<file path="src/rtl/hash_tx_sequencer.sv">
// Streams a latched 256-bit digest as 64 hex characters through an ASCII converter to a UART.
// Define HASH_TX_CRLF_EN to append CR and LF, for 66 characters per transmission.
module hash_tx_sequencer (
  input  logic         clk_i,
  input  logic         rst_n_i,
  input  logic         start_i,
  input  logic [255:0] digest_i,
  input  logic         ascii_available_i,
  input  logic         tx_busy_i,
  output logic [3:0]   hex_out_o,
  output logic         conv_en_o,
  output logic         send_cr_o,
  output logic         send_lf_o,
  output logic         tx_start_o,
  output logic         busy_o,
  output logic         done_o
);

  localparam logic [2:0] IDLE      = 3'd0;
  localparam logic [2:0] CONV      = 3'd1;
  localparam logic [2:0] WAIT_CONV = 3'd2;
  localparam logic [2:0] TX_REQ    = 3'd3;
  localparam logic [2:0] TX_GAP    = 3'd4;
  localparam logic [2:0] TX_WAIT   = 3'd5;
  localparam logic [2:0] FINISH    = 3'd6;

`ifdef HASH_TX_CRLF_EN
  localparam logic [6:0] LAST_IDX = 7'd65;
`else
  localparam logic [6:0] LAST_IDX = 7'd63;
`endif

  logic [2:0]   state_q, state_d;
  logic [6:0]   idx_q, idx_d;
  logic [255:0] shadow_q, shadow_d;
  logic [3:0]   hex_q, hex_d;
  logic         conv_q, conv_d;
  logic         cr_q, cr_d;
  logic         lf_q, lf_d;
  logic         txs_q, txs_d;
  logic         busy_q, busy_d;
  logic         done_q, done_d;

  always_comb begin
    state_d  = state_q;
    idx_d    = idx_q;
    shadow_d = shadow_q;
    case (state_q)
      IDLE: begin
        if (start_i) begin
          shadow_d = digest_i;
          idx_d    = 7'd0;
          state_d  = CONV;
        end
      end
      CONV:      state_d = WAIT_CONV;
      WAIT_CONV: if (ascii_available_i) state_d = TX_REQ;
      TX_REQ:    if (!tx_busy_i) state_d = TX_GAP;
      TX_GAP:    state_d = TX_WAIT;
      TX_WAIT: begin
        if (!tx_busy_i) begin
          if (idx_q == LAST_IDX) begin
            state_d = FINISH;
          end else begin
            idx_d   = idx_q + 7'd1;
            state_d = CONV;
          end
        end
      end
      FINISH:  state_d = IDLE;
      default: state_d = IDLE;
    endcase
  end

  // Outputs are decoded from the next state so each register lines up with the state it belongs to.
  always_comb begin
    conv_d = (state_d == CONV);
    hex_d  = 4'd0;
    if (conv_d && (idx_d < 7'd64)) begin
      hex_d = shadow_d[{~idx_d[5:0], 2'b00} +: 4];
    end
`ifdef HASH_TX_CRLF_EN
    cr_d = conv_d && (idx_d == 7'd64);
    lf_d = conv_d && (idx_d == 7'd65);
`else
    cr_d = 1'b0;
    lf_d = 1'b0;
`endif
    txs_d  = (state_q == TX_REQ) && !tx_busy_i;
    busy_d = (state_d != IDLE);
    done_d = (state_d == FINISH);
  end

  always_ff @(posedge clk_i) begin
    if (!rst_n_i) begin
      state_q  <= IDLE;
      idx_q    <= 7'd0;
      shadow_q <= '0;
      hex_q    <= 4'd0;
      conv_q   <= 1'b0;
      cr_q     <= 1'b0;
      lf_q     <= 1'b0;
      txs_q    <= 1'b0;
      busy_q   <= 1'b0;
      done_q   <= 1'b0;
    end else begin
      state_q  <= state_d;
      idx_q    <= idx_d;
      shadow_q <= shadow_d;
      hex_q    <= hex_d;
      conv_q   <= conv_d;
      cr_q     <= cr_d;
      lf_q     <= lf_d;
      txs_q    <= txs_d;
      busy_q   <= busy_d;
      done_q   <= done_d;
    end
  end

  assign hex_out_o  = hex_q;
  assign conv_en_o  = conv_q;
  assign send_cr_o  = cr_q;
  assign send_lf_o  = lf_q;
  assign tx_start_o = txs_q;
  assign busy_o     = busy_q;
  assign done_o     = done_q;

endmodule
</file>
<file path="config.mk">
export PLATFORM = sky130hd
export DESIGN_NAME = hash_tx_sequencer
export DESIGN_NICKNAME = d
export VERILOG_FILES = /design/src/rtl/hash_tx_sequencer.sv
export SDC_FILE = /design/constraint.sdc
export NUM_CORES = 1
export LEC_CHECK = 0
export BUFFER_PORTS_ARGS = -buffer_cell sky130_fd_sc_hd__buf_4
export CORE_MARGIN = 2
export CORE_UTILIZATION = 45
export DETAILED_ROUTE_END_ITERATION = 8
export GPL_ROUTABILITY_DRIVEN = 1
export PLACE_DENSITY = 0.68
export SYNTH_ARGS = -nofsm -noshare
export SYNTH_HDL_FRONTEND = slang
export SYNTH_SLANG_ARGS = --single-unit
</file>
<file path="constraint.sdc">
create_clock -name clk_i -period 4.9 [get_ports clk_i]
set_clock_uncertainty 0.05 [all_clocks]
set_input_delay 0.49 -clock clk_i [delete_from_list [all_inputs] [get_ports clk_i]]
set_output_delay 0.49 -clock clk_i [all_outputs]
set_load 0.05 [all_outputs]
</file>
After elaboration in Yosys (flattened, before gate mapping) --
Cells that the tools add are included. W data, S select, Z words.
Word-level totals: bits of input ports 261, output and inout bits 10, bits in registers 274
Cells by class: equal/unequal tests 8, shift-type cells 1, bitwise gates (word level) 1, $lt $le $gt $ge 1, reductions and logical operators 6, add/sub/neg operators 1, mux-type cells 12
Operators with widths (number):
- $mux W256 | 2
- $shiftx A256 B9 Y4 | 1
- $mux W7 | 3
- $pmux W3 S6 | 1
- $mux W3 | 5
- $pmux W7 S2 | 1
- $eq A3 B3 Y1 const B | 3
- $add A7 B1 Y7 const B | 1
- $eq A7 B6 Y1 const B | 1
- $lt A7 B7 Y1 const B | 1
- $eq A3 B1 Y1 const B | 2
- $eq A3 B2 Y1 const B | 2
- $not A6 Y6 | 1
- $logic_not A3 Y1 | 1
- $reduce_bool A3 Y1 | 1
- $logic_and A1 B1 Y1 | 2
- $reduce_and A2 Y1 | 1
- $logic_not A1 Y1 | 1

Depth between registers and ports, before layout --
Gate-level depths: netlist of the first run.
word-level depth 7, depth in mapped cells 13, gate-level depth less buffers 9

Least setup slack after synthesis of the first run --
Ideal clock, no wire load.
kind register to register, from reg idx_q[0], to reg hex_q[3] (netlist: hex_out_o[3]), arrival 2470 ps, cell stages (with the launch flop) 12, slack 2251 ps, path through dfxtp_1 ha_1 nand3_2 o211a_1 buf_2 nor2_4 buf_2 mux2_2 o221ai_1 a41oi_1 o31ai_1 nand3_1
Between the ends: word-level cells in the longest chain between the ends 7
RTL lines:
- start, declared | line 34 | logic [6:0] idx_q, idx_d;
- start signal, assigned | line 108 | idx_q <= idx_d;
- branches (longest 7 deep; another with $add A7 B1 Y7)
- end signal, assigned | line 99 | hex_q <= 4'd0;
- end signal, assigned | line 110 | hex_q <= hex_d;
- end, declared | line 36 | logic [3:0] hex_q, hex_d;
Several ways; the timed one is not identified. A chain may end at the register's enable or synchronous reset.

Final worst setup path of the first run --
from reg state_q[1], to reg hex_q[1] (netlist: hex_out_o[1])
Between the ends: word-level cells in the longest chain between the ends 5
RTL lines:
- start, declared | line 33 | logic [2:0] state_q, state_d;
- start signal, assigned | line 107 | state_q <= state_d;
- branches (longest 5 deep; another with $shiftx A256 B9 Y4)
Several ways; the timed one is not identified.

==> impl_metrics.toml, run 1 <==
[status]
outcome = "complete, no violations"

[setup_path]
worstPathCellList = "or4b_4, buf_12, o211ai_1, a2111oi_0, a311oi_1, nor4bb_1, o311ai_1"
slowest_delay_ns = 0.65
worstPathMaxFanout = 145
worstSetupPathType = "reg -> reg"
startpoint_type = "flip-flop"
critPathSlowestCell = "or4b_4"
crit_required_ns = 5.27
crit_buf_inv = 1
crit_path_end_kind = "flip-flop"
critPathArrivalTime_ns = 4.36
crit_family = "compound AO/OA/AOI/OAI gates"

[yosys]
seq_area_frac_synth_pct = 42.6
synth-edff-count = 0
synth_top_area_share_pct = 42.6
async_flop_share_pct = 0
avgSynthCellArea_um2 = 7.48
synthesis.area_um2 = 12900
synth_seq_cells = 274
ys_top_cells_by_area = "dfxtp_1 (43%), nand2_1 (18%), a21oi_1 (11%), buf_2 (3.0%), mux2i_1 (2.9%)"
yosys.area.top_type = "dfxtp_1"
yosysWarningCount = 0
yosysMostFrequentCell = "nand2_1"
ys_types = 84
synth_ff_type = "dfxtp_1"
synthCells = 1720
yosys-top-cells-count = "nand2_1 (633), a21oi_1 (288), dfxtp_1 (274)"

[global_route]
antenna_found_initial = 3
first_global_vias = 12000
grt_max_degree = 174
overflow = 0
grt_pass1_wl_um = 65800
track_usage_pct = 27.3

[finish]
utilization_pct = 56.5
nets = 2161
n_fill_cell = 2706
syn_to_final_growth_pct = 22.7
layout-drive-gt1-share_pct = 19.4

[detailed_routing]
drc_errors = 0
wire_per_inst_um = 18.6
drt_pass1_iterations = 5
drt-vias-per-instance = 5.61
drt_wl_total_um = 42800
dr_total_vias = 12900
drtIter0Drc = 1324
detail-route-antenna-nets = 0

[sta]
maxSlewViolCount = 0
tightest_slew_ns = 1.01
period_share_pct = 81.3
final_hold_viol_count = 0
rsz0062_at_grt = "false"
slew_headroom_pct = 32.7
period_needed_ns = 3.98
setup_tns_ns = 0
setup_viol = 0
max_clock_freq_ghz = 0.251

[power]
p_sw_mw = 1.60
clkPwrFrac_pct = 38.5
power-per-cell-area_nw_per_um2 = 361
p_int_mw = 4.11
irDropWorstVdd_v = 0.000248
power.leakage_nw = 6.22
p_seq_share_pct = 44.6
switching_share_pct = 28.0
power.share.combinational_pct = 16.9

[die]
core_um2 = 27900
dieArea_um2 = 30000
fp.dieH_um = 173
rows = 61
die_w_um = 173
pin_count = 271
initial_core_util_pct = 46.1

[clocking]
cts_buffers = 29
holdBufCountCts = 0
cts_max_level = 1
clk_latency_ns = 0.56
cts_setup_buffers = 0
clockBufferDepth = 3
cts-root-buf = "clkbuf_16"
cts_tree = "built"
cts.clk_slew.worst_paths_ns = 0.06
clkSinkCount = 274
post_cts_resized = 0

[hold_path]
hold_class = "in -> reg"

[placed_design]
gp_congestion = 0.888
io_buffers = 268
dp_hpwl_um = 30200

[run]
max_cap_violations = 0
-- worst reg2reg max path, stage by stage, from the launching register on --
cell and delay (ns):
dfxtp_1 0.63, or4b_4 0.65, buf_12 0.50, o211ai_1 0.73, a2111oi_0 0.52, a311oi_1 0.10, nor4bb_1 0.50, o311ai_1 0.17
-- power by group through the flow --
stage / registers (mW) / logic (mW) / clock network [mW]
detailed placement: 2.59 / 0.957 / 0
finish: 2.55 / 0.963 / 2.20
CTS: 2.54 / 0.961 / 2.22
floorplan: 2.55 / 0.614 / 0
global route: 2.56 / 1.06 / 2.31
global placement: 2.59 / 0.946 / 0
-- final timing paths --
| path | startpoint | to | slack, ns | depth (start not counted) |
|---|---|---|---|---|
| worst max-delay path | state_q[1] | hex_out_o[1] | 0.92 | 7 |
| worst min-delay path | digest_i[248] | shadow_q[248] | 0.13 | 3 |
| worst max register to register | state_q[1] | hex_out_o[1] | 0.92 | 7 |
| worst min register to register | shadow_q[178] | shadow_q[178] | 0.40 | 2 |
-- final cells by class --
type | count | area [um^2] | area share [%]
multi-input combinational | 1300 | 6650 | 42.1
clock buffer | 42 | 815 | 5.16
sequential | 274 | 5490 | 34.7
timing repair buffer | 289 | 2190 | 13.9
inverter | 5 | 26.3 | 0.166
antenna | 2 | 5.00 | 0.0317
clock inverter | 11 | 136 | 0.864
tap | 378 | 473 | 3.00
-- sequential cells by signal (all words and copies together) (netlist names) --
register / flops
state_q: 3
done_o: 1
conv_en_o: 1
busy_o: 1
tx_start_o: 1
hex_out_o: 4
shadow_q: 256
idx_q: 7
-- kinds of logic after synthesis --
family,synth area share [%]
AO/OA/AOI/OAI,21.8
XOR/XNOR,0.214
adder cells (fa/ha/maj),0.0972
buffers and inverters,5.73
flip-flops,42.6
multiplexers,3.67
other,0.0291
AND/OR/NAND/NOR,25.8
-- stage by stage --
stage	worst slack [ns]	cell area, um^2	power [mW]	instances	hold WS, ns
global route	0.768	15800	5.93	2301	0.124
floorplan	2.25	12900	3.17	1721	0.382
global placement	1.18	14800	3.53	2246	0.389
CTS	1.10	15800	5.72	2299	0.122
detailed placement	1.10	14800	3.55	2246	0.396
finish	0.918	15800	5.71	2301	0.130
-- layer usage --
metal	share of wire, %	GRT usage, %
met4	3.9	11.0
met3	8.2	5.78
met2	45	42.6
met5	0.023	0
met1	43	36.7
-- cells in the final DEF (no fill, tap or decap), types with 5 or more instances in the layout --
| cell type | instances |
|---|---|
| clkbuf_1 | 9 |
| mux2_2 | 7 |
| and3_1 | 20 |
| o21ai_0 | 29 |
| o221ai_1 | 9 |
| o211ai_1 | 8 |
| dfxtp_1 | 274 |
| nand3_1 | 38 |
| nand2_1 | 633 |
| buf_4 | 287 |
| a21oi_1 | 288 |
| a31oi_1 | 23 |
| clkbuf_16 | 29 |
| a211o_1 | 6 |
| a211oi_1 | 17 |
| o22ai_1 | 5 |
| mux2i_1 | 37 |
| o211a_1 | 5 |
| clkinv_2 | 6 |
| o31a_1 | 5 |
| nor3_1 | 19 |
| nor2_1 | 38 |
(Power assumes the default switching activity.)
==> run 2: changes to the inputs <==
==> constraint.sdc (replaced) <==
create_clock -name clk_i -period 3.7 [get_ports clk_i]
set_clock_uncertainty 0.05 [all_clocks]
set_input_delay 0.37 -clock clk_i [delete_from_list [all_inputs] [get_ports clk_i]]
set_output_delay 0.37 -clock clk_i [all_outputs]
set_load 0.05 [all_outputs]
==> impl_metrics.toml, run 2 (synthesized netlist as in run 1, its figures left out) <==
[global_route]
overflow = 0
antenna_found_initial = 0
grt_max_degree = 150
track_usage_pct = 27.4
grt_pass1_wl_um = 66700
first_global_vias = 12300

[sta]
final.setup.worst_slack_ns = 0.381
max_clock_freq_ghz = 0.301
period_needed_ns = 3.32
tightest_slew_ns = 0.730
rsz0062_at_grt = "false"
final_hold_viol_count = 0
setup_viol = 0
whs_ns = 0.00712
maxSlewViolCount = 0
setup_tns_ns = 0
slew_headroom_pct = 51.3
period_share_pct = 89.7

[setup_path]
startpoint_type = "flip-flop"
crit_required_ns = 4.08
worstSetupPathType = "reg -> reg"
rr_worst_depth = 10
worstReg2RegStart = "idx_q[1]"
crit_start = "idx_q[1]"
critPathArrivalTime_ns = 3.70
worstPathMaxFanout = 26
rrSetupSlack_ns = 0.38
crit_path_end = "hex_out_o[0]"
crit_path_end_kind = "flip-flop"
r2r_end = "hex_out_o[0]"

[finish]
n_antenna_cell = 0
largest_reg_flops = 256
layout_commonest_cell = "nand2_1"
nets = 2171
layout-drive-gt1-share_pct = 19.9
syn_to_final_growth_pct = 24.5
regMostFlops = "shadow_q"
final_cell_mix = "nand2_1 (633), buf_4 (290), a21oi_1 (288)"

[run]
max_cap_violations = 0

[clocking]
cts-root-buf = "clkbuf_16"
cts.clk_slew.worst_paths_ns = 0.06
clockBufferDepth = 3
cts_tree = "built"
cts_setup_buffers = 0
clkSinkCount = 274
cts_max_level = 1
cts_buffers = 29
post_cts_resized = 0
clk_latency_ns = 0.56
holdBufCountCts = 3

[detailed_routing]
dr_total_vias = 12900
wire_per_inst_um = 18.4
drc_errors = 0
detail-route-antenna-nets = 0
drtIter0Drc = 1319
drt_wl_total_um = 42400
drt_pass1_iterations = 6
drt-vias-per-instance = 5.59

[die]
rows = 61
initial_core_util_pct = 46.1
core_um2 = 27900
die_w_um = 173
dieArea_um2 = 30000
fp.dieH_um = 173
pin_count = 271

[hold_path]
hold_class = "in -> reg"

[status]
outcome = "complete, no violations"

[power]
irDropWorstVdd_v = 0.000306
power.leakage_nw = 6.34
p_total_mw = 7.84
power-per-cell-area_nw_per_um2 = 490

[placed_design]
io_buffers = 268
gp_congestion = 0.914
pre_cts_ws_ns = 0.482
dp_hpwl_um = 29600
run 2: worst min-delay path by stage:
stage,from,end,cells past startpoint
final,digest_i[106],shadow_q[106],3
after floorplan,shadow_q[124],shadow_q[124],2
after global routing,digest_i[19],shadow_q[19],3
after global placement,shadow_q[255],shadow_q[255],2
after CTS,digest_i[106],shadow_q[106],3
after detailed placement,shadow_q[95],shadow_q[95],2
run 2: final cells by class:
cell class | instances | area, um^2
clock buffers | 39 | 823
clock inverters | 14 | 228
fillers | 2687 | 11900
inverters | 5 | 26.3
multi-input cells | 1300 | 6650
flip-flops and latches | 274 | 5490
well taps | 378 | 473
repair buffers | 299 | 2330
run 2: metrics by stage:
step	utilization, %	cells	cell area, um^2
after global routing	57.3	2309	16000
after CTS	57.3	2309	16000
after floorplan	-	1721	12900
after detailed placement	53.5	2253	14900
final	57.3	2309	16000
after global placement	53.5	2253	14900
run 2: worst max-delay path, stage by stage (launching register included):
cell and delay, ns:
dfxtp_1 0.44, ha_1 0.28, nand3_2 0.26, o211ai_4 0.30, buf_4 0.34, nand3_2 0.38
o211ai_1 0.31, o31a_1 0.17, a31oi_1 0.08, nor4bb_1 0.45, o311ai_1 0.15
run 2: power by group:
group	leakage (nW)	internal (mW)	switching, mW
registers	2.25	3.20	0.162
logic	3.57	0.515	0.765
clock network	0.522	1.97	1.22
run 2: routing by layer:
layer	GRT usage [%]	part of all wire, %
met5	0	0
met4	8.02	3.0
met3	4.05	7.8
met2	44.0	45
met1	38.2	44
==> run 3: changes to the inputs <==
==> constraint.sdc (replaced) <==
create_clock -name clk_i -period 3.7 [get_ports clk_i]
set_clock_uncertainty 0.05 [all_clocks]
set_input_delay 0.185 -clock clk_i [delete_from_list [all_inputs] [get_ports clk_i]]
set_output_delay 0.185 -clock clk_i [all_outputs]
set_load 0.05 [all_outputs]
==> impl_metrics.toml, run 3 (synthesized netlist as in run 1, its figures left out) <==
[status]
outcome = "complete, no violations"

[detailed_routing]
dr_total_vias = 14200
wire_per_inst_um = 18.6
detail-route-antenna-nets = 0
drt_wl_total_um = 47900
drt-vias-per-instance = 5.52
drc_errors = 0
drtIter0Drc = 1387
drt_pass1_iterations = 5

[sta]
maxSlewViolCount = 0
final_hold_viol_count = 0
period_needed_ns = 3.27
final.setup.worst_slack_ns = 0.428
setup_viol = 0
setup_tns_ns = 0
max_clock_freq_ghz = 0.306
rsz0062_at_grt = "false"
slew_headroom_pct = 40.8
whs_ns = 0.0265
period_share_pct = 88.4
tightest_slew_ns = 0.888

[setup_path]
crit_required_ns = 4.07
slowest_delay_ns = 0.45
worstPathCellList = "ha_1, nand3_2, o211ai_4, buf_4, nand3_2, o211ai_1, o31a_1, a31oi_1, nor4bb_1, o311ai_1"
crit_family = "simple AND/OR/NAND/NOR gates"
crit_buf_inv = 1
crit_path_end_kind = "flip-flop"
worstPathMaxFanout = 26
path_common_cell = "nand3_2"
startpoint_type = "flip-flop"
worstSetupPathType = "reg -> reg"
critPathSlowestCell = "dfxtp_1"
critPathArrivalTime_ns = 3.64

[power]
clkPwrFrac_pct = 38.4
irDropWorstVdd_v = 0.000404
power-per-cell-area_nw_per_um2 = 429
power.leakage_nw = 7.39
p_sw_mw = 2.25
p_total_mw = 7.96
p_seq_share_pct = 42.3
switching_share_pct = 28.3
power.share.combinational_pct = 19.3
p_int_mw = 5.70

[finish]
layout_commonest_cell = "nand2_1"
utilization_pct = 66.4
final_cell_mix = "nand2_1 (633), buf_4 (295), a21oi_1 (288)"
fin_area_um2 = 18500
layout-drive-gt1-share_pct = 17.8
regMostFlops = "shadow_q"
largest_reg_flops = 256
syn_to_final_growth_pct = 44.2
n_antenna_cell = 0
layout.cells.non_filler = 2569
nets = 2431
n_fill_cell = 2280

[clocking]
cts_setup_buffers = 0
clkSinkCount = 274
clockBufferDepth = 3
clk_latency_ns = 0.56
cts_tree = "built"
cts_buffers = 29
cts.clk_slew.worst_paths_ns = 0.06
cts_max_level = 1
cts-root-buf = "clkbuf_16"

[global_route]
grt_max_degree = 153
first_global_vias = 13700
antenna_found_initial = 0
grt_pass1_wl_um = 74100
overflow = 0
track_usage_pct = 30.7

[die]
initial_core_util_pct = 46.1
core_um2 = 27900
pin_count = 271
dieArea_um2 = 30000
rows = 61
die_w_um = 173
fp.dieH_um = 173

[hold_path]
hold_class = "in -> reg"

[placed_design]
dp_cells = 2256
pre_cts_ws_ns = 0.514
dp_hpwl_um = 29700
place_area_um2 = 14900
io_buffers = 268
gp_congestion = 0.912

[run]
max_cap_violations = 0
-- run 3: cell type report --
class	count	area, um^2	share of cell area, %
timing repair buffer	559	4900	26.4
clock inverter	15	174	0.938
clock buffer	38	840	4.53
sequential	274	5490	29.6
tap	378	473	2.55
inverter	5	26.3	0.142
multi-input combinational	1300	6650	35.9
-- run 3: power groups by stage --
stage / Clock (mW) / Sequential, mW / Combinational (mW)
after global routing: 3.19 / 3.39 / 1.67
after detailed placement: 0 / 3.42 / 1.27
after global placement: 0 / 3.41 / 1.26
after floorplan: 0 / 3.38 / 0.813
after CTS: 3.08 / 3.36 / 1.50
final: 3.06 / 3.36 / 1.53
-- run 3: per-layer routing --
metal | global-route usage (%) | part of all wire, % | routed length (um)
met1 | 39.6 | 41 | 19700
met2 | 51.5 | 48 | 22900
met5 | 0 | 0 | 0
met4 | 12.1 | 4.0 | 1920
met3 | 4.88 | 7.0 | 3370
-- run 3: worst min-delay path, cell delays in order --
cell and delay [ns]:
buf_4 0.11, nand4bb_4 0.22, nor3_1 0.07
-- run 3: worst paths after layout --
check,start,slack (ns),depth (start not counted),to
worst max-delay path,idx_q[1],0.43,10,hex_out_o[1]
worst min-delay path,tx_busy_i,0.03,3,done_o
worst max register to register,idx_q[1],0.43,10,hex_out_o[1]
worst min register to register,shadow_q[95],0.40,2,shadow_q[95]
-- run 3: repair_timing --
item	CTS	global route
hold endpoints to repair	258	0
hold buffers	260	0
resized for setup	0	0
